`src/rtl/fetch_unit.sv`:
```
// Instruction fetch stage: owns the PC driving instruction_memory, captures the
// returned word and presents it to decode over a valid/ready handshake.
module fetch_unit #(
  parameter int unsigned ADDR_W = 4,
  parameter int unsigned DATA_W = 8,
  parameter logic [DATA_W-1:0] HALT_OPCODE = 8'hFF
) (
  input  logic              clk,
  input  logic              rst,
  input  logic              start,
  input  logic [ADDR_W-1:0] start_addr,
  output logic [ADDR_W-1:0] pc,
  input  logic [DATA_W-1:0] instr_in,
  output logic [DATA_W-1:0] instr_out,
  output logic [ADDR_W-1:0] instr_pc,
  output logic              instr_valid,
  input  logic              instr_ready,
  input  logic              redirect,
  input  logic [ADDR_W-1:0] redirect_target,
  output logic              busy,
  output logic              halted
);

  typedef enum logic [1:0] {
    IDLE = 2'd0,
    RUN  = 2'd1,
    HALT = 2'd2
  } state_t;

  state_t              state, state_nxt;
  logic [ADDR_W-1:0]   pc_nxt;
  logic [DATA_W-1:0]   instr_out_nxt;
  logic [ADDR_W-1:0]   instr_pc_nxt;
  logic                vld_nxt;
  logic                slot_free;

  assign slot_free = !instr_valid || instr_ready;
  assign busy      = (state == RUN);
  assign halted    = (state == HALT);

  always_comb begin
    state_nxt     = state;
    pc_nxt        = pc;
    instr_out_nxt = instr_out;
    instr_pc_nxt  = instr_pc;
    vld_nxt       = instr_valid;
    unique case (state)
      IDLE: begin
        vld_nxt = 1'b0;
        if (start) begin
          pc_nxt    = start_addr;
          state_nxt = RUN;
        end
      end
      RUN: begin
        if (redirect) begin
          // Flush: whatever is presented this cycle is dropped, no capture.
          pc_nxt  = redirect_target;
          vld_nxt = 1'b0;
        end else if (slot_free) begin
          instr_out_nxt = instr_in;
          instr_pc_nxt  = pc;
          vld_nxt       = 1'b1;
          if (instr_in == HALT_OPCODE) begin
            state_nxt = HALT;
          end else begin
            pc_nxt = ADDR_W'(pc + 1'b1);
          end
        end
      end
      HALT: begin
        if (redirect) begin
          pc_nxt    = redirect_target;
          vld_nxt   = 1'b0;
          state_nxt = RUN;
        end else if (start) begin
          pc_nxt    = start_addr;
          vld_nxt   = 1'b0;
          state_nxt = RUN;
        end else if (instr_valid && instr_ready) begin
          vld_nxt = 1'b0;
        end
      end
      default: begin
        state_nxt = IDLE;
        vld_nxt   = 1'b0;
      end
    endcase
  end

  // Register stage: state, PC and instruction register
  always_ff @(posedge clk) begin
    if (rst) begin
      state       <= IDLE;
      pc          <= '0;
      instr_out   <= '0;
      instr_pc    <= '0;
      instr_valid <= 1'b0;
    end else begin
      state       <= state_nxt;
      pc          <= pc_nxt;
      instr_out   <= instr_out_nxt;
      instr_pc    <= instr_pc_nxt;
      instr_valid <= vld_nxt;
    end
  end

endmodule

```
`config.mk`:
```
export PLATFORM = sky130hd
export DESIGN_NAME = fetch_unit
export DESIGN_NICKNAME = d
export VERILOG_FILES = /design/src/rtl/fetch_unit.sv
export SDC_FILE = /design/constraint.sdc
export NUM_CORES = 1
export LEC_CHECK = 0
export CAP_MARGIN = 20
export CORE_ASPECT_RATIO = 0.75
export CORE_MARGIN = 5
export CORE_UTILIZATION = 48
export DETAILED_ROUTE_END_ITERATION = 8
export PLACE_DENSITY = 0.84
export REMOVE_ABC_BUFFERS = 1
export SLEW_MARGIN = 15
export SYNTH_ARGS = -nofsm -noshare
export SYNTH_HDL_FRONTEND = slang
export SYNTH_SLANG_ARGS = --single-unit
```
`constraint.sdc`:
```
create_clock -name clk -period 4.3 [get_ports clk]
set_input_delay 1.075 -clock clk [delete_from_list [all_inputs] [get_ports clk]]
set_output_delay 1.075 -clock clk [all_outputs]
set_load 0.02 [all_outputs]
```
; ---- Yosys cells after proc, flatten, opt, wreduce, memory -nomap -nowiden
; Cells that the tools add are included.
; W data, S select, Z words.
[totals]
register_bits = 19
in_bits = 21
out_inout_bits = 19
wordCells = 43
[classes]
n_addsub = 1
eq_ne = 9
n_mux = 18
bitwise_logic = 1
n_reduce_logical = 9
[ops]
columns = operator, count
row1 = $mux W4, 5
row2 = $pmux W4 S3, 1
row3 = $mux W2, 5
row4 = $reduce_and A3 Y1, 3
row5 = $eq A8 B8 Y1 const B, 1
row6 = $pmux W2 S3, 1
row7 = $mux W1, 5
row8 = $add A4 B1 Y4 const B, 1
row9 = $ne A2 B1 Y1 const B, 2
row10 = $ne A4 B3 Y1 const B, 1
row11 = $ne A3 B2 Y1 const B, 1
row12 = $ne A3 B3 Y1 const B, 1
row13 = $reduce_bool A3 Y1, 1
row14 = $eq A2 B1 Y1 const B, 1
row15 = $eq A2 B2 Y1 const B, 1
row16 = $logic_not A2 Y1, 1
row17 = $ne A2 B2 Y1 const B, 1
row18 = $pmux W1 S2, 1
row19 = $reduce_and A2 Y1, 1
row20 = $logic_and A1 B1 Y1, 1
row21 = $logic_not A1 Y1, 1
row22 = $logic_or A1 B1 Y1, 1
row23 = $not A1 Y1, 1

; ---- Logic depth before layout (Yosys ltp)
[logic_depth]
ltp_word = 5
ltp_mapped = 7
ltp_nobuf = 6

; ---- Least setup slack after synthesis
; No wires, ideal clock.
[synth_path]
kind = in2reg
startpoint = input start
endpoint = register pc[3]
setup_ps = 129
arrival_time_ps = 1946
required_ps = 4171
slack_ps = 2224
stages = 5
n_path_buf = 1
path_cell_list = clkbuf_1 mux2i_1 mux2i_1 a211oi_1 o32ai_1
[synth_via]
elab_chain_cells = 3
[synth_rtl]
columns = item, line_no
row1 = start: declaration, 10  ; input logic start,
row2 = $mux W4 *, --
row3 = $mux W4, --
row4 = $pmux W4 S3 *, --
row5 = end signal: assignment, 101  ; pc <= pc_nxt;
row6 = end: declaration, 12  ; output logic [ADDR_W-1:0] pc,
; Mark *: on every way between the ends. The rest lies on a longest branch, timed or not.
; A chain may end at the register's enable or synchronous reset.

; ---- Worst setup path in the final report
[layout_path]
startpoint = input redirect
endpoint = register state[1]
[layout_via]
elab_chain_cells = 2
elab_cells_between_ends = 4
classes_between = eq/ne (1) / mux (2) / reduce/logical (1)
[layout_rtl]
columns = item, line_no
row1 = start: declaration, 18  ; input logic redirect,
row2 = $mux W2 / $ne A2 B2 Y1 (equally long branches), --
row3 = $pmux W2 S3 / $reduce_and A3 Y1 (equally long branches), --
row4 = end signal: assignment, 100  ; state <= state_nxt;
row5 = end: declaration, 30  ; state_t state, state_nxt;
; Parallel ways exist; a longest one is shown, timed or not.

==> impl_metrics.ini <==
[run_status]
status = finished clean

[floorplan]
die_x_um = 66.8
ios = 40
rows = 15
coreArea_mm2 = 0.00231
start_util_pct = 50.3
die_height_um = 52.6
dieArea_mm2 = 0.00351

[route]
vias_per_cell = 5.58
firstDrtPassIters = 4
drc = 0
avgRoutedWirePerCell_um = 14.4
drt_iter0_markers = 79
wirelength_mm = 3.11
antenna_left = 0
vias = 1205

[clock_network]
htreeDepth = 1
cts_buffers = 3
cts_root_buf = clkbuf_4
cts_tree = built
ctsHoldBuffers = 0
clock-sinks = 19
cts_setup_buffers = 0
cts.repair.resized = 0
cts_buffer_depth = 2
clk_pin_slew_ns = 0.10
clock_latency_ns = 0.29

[place]
place_area_mm2 = 0.00155
dpl.cell_count = 212
pre_cts_slack_ns = 0.991
gp_congestion = 0.916
port_buffers = 39
post-dp-hpwl_mm = 2.41

[finish]
fin_util_pct = 68.2
area_growth_pct = 35.7
antennaDiodeCount = 0
drive_gt1_share_pct = 6.59
finalNonFillerCells = 216
fin_nets = 209
fin_area_mm2 = 0.00158

[setup_path]
crit_arrival_ns = 3.20
critical_path.max_fanout = 16
worst_setup_path_start_kind = input pin
crit_start = redirect
cp-end-kind = register
critPathKind = input pin to register
r2r-start = state[1]
required_ns = 4.49

[global_routing]
grt_pass1_vias = 1098
grt_usage_pct = 19.8
grt_first_pass_wirelength_mm = 5.31
gr-total-overflow = 0
antenna_found_initial = 0
grt_max_degree = 21

[logic_synthesis]
yosysWarnings = 0
post_synth_instance_area_mm2 = 0.00116
async_flop_share_pct = 0
synth.top_cells.by_area = dfxtp_1 (33%), nand2_1 (10%), a21oi_1 (8.6%)
synth_top_flop_cell = dfxtp_1
synth_seq_cells = 19
synth.top_cells.by_count = nand2_1 (31), a21oi_1 (20), dfxtp_1 (19)
synth.most_common_cell = nand2_1
synth_edf_count = 0
syn_inst = 146
synth_largest_area_cell = dfxtp_1
syn_avg_cell_area_um2 = 7.95
synth-seq-area-share_pct = 32.8
yosysUniqueCellTypes = 36
synth_top_cell_area_share_pct = 32.8

[pwr]
p_int_mw = 0.270
totalPowerFinal_mw = 0.386
peakVddDrop_mv = 0.183
pwr-share-seq_pct = 49.6
swShare_pct = 29.9
power_frac_clock_pct = 22.7
leakage_nw = 0.561
comb_power_share_pct = 27.7
p_switching_mw = 0.116
powerDensity_mw_per_mm2 = 245

[hold_path]
min_from = instr_pc[3]
hold_path_class = register to register

[timing]
hold_violations = 0
setup_slack_ns = 1.29
fin_worst_skew_ns = 0.00240
finalSetupTns_ns = 0
finalCritPeriodShare_pct = 70.0
rsz0062_at_grt = no
hold_ws_ns = 0.458
setup_violations = 0
slew_headroom_pct = 48.7
period_needed_ns = 3.01
max_freq_mhz = 332
worst_slew_pin_slew_ns = 0.767
slew_violations = 0

[run]
cap_violations = 0
[kinds of logic after synthesis]
family                   Yosys count  synth area share [%]
AO/OA/AOI/OAI                     44                  26.3
adder cells (fa/ha/maj)            5                  5.39
buffers and inverters             17                  7.11
flip-flops                        19                  32.8
multiplexers                       4                  3.45
AND/OR/NAND/NOR                   57                  25.0
[power groups by stage]
stage / Combinational [mW] / Sequential (mW) / Clock (mW)
2_1_floorplan: 0.0442 / 0.203 / 0
3_3_place_gp: 0.103 / 0.195 / 0
3_5_place_dp: 0.106 / 0.195 / 0
4_1_cts: 0.107 / 0.191 / 0.0907
5_1_grt: 0.116 / 0.193 / 0.0999
6_report: 0.107 / 0.192 / 0.0875
[critical path, stage by stage]
cell	delay [ns]
clkdlybuf4s50_1	0.69
nand2b_1	0.35
nor2_1	0.62
nand3_1	0.18
a221oi_1	0.28
[placed cells by master (no fill, tap or decap), types with 2 or more instances in the layout]
cell type / count
nor3_1: 3
mux2i_1: 4
inv_1: 10
o31ai_1: 2
nand2b_1: 3
nand4_1: 2
nand2_1: 31
nand3_1: 5
a21oi_1: 20
a211oi_2: 2
o32ai_1: 3
a211oi_1: 4
o21ai_0: 5
dfxtp_1: 19
ha_1: 5
nor2_1: 5
clkbuf_4: 3
clkdlybuf4s50_1: 39
[flip-flops by register name (all words and copies together) (netlist names)]
name / cells
instr_out: 8
instr_pc: 4
instr_valid: 1
pc: 4
state: 2
[final cells by class]
cell class,count,area (µm²)
Fill cell,204,733
Multi-Input combinational cell,110,698
Timing Repair Buffer,39,390
Sequential cell,19,380
Tap cell,34,42.5
Inverter,10,37.5
Clock buffer,4,26.3
[metal layers]
layer / global-route usage (%) / wire length, µm
met5: 0 / 0
met4: 3.04 / 10
met3: 5.79 / 244
met2: 32.7 / 1470
met1: 25.9 / 1380
[path summary, 6_finish.rpt]
| check | end | slack [ns] | cells past startpoint |
|---|---|---|---|
| hold / removal | instr_pc[3] | 0.46 | 2 |
| hold reg to reg | instr_pc[3] | 0.46 | 2 |
| setup / recovery | state[1] | 1.29 | 5 |
| setup reg to reg | state[1] | 2.16 | 6 |
No activity file was read; power rests on OpenSTA's default activity.
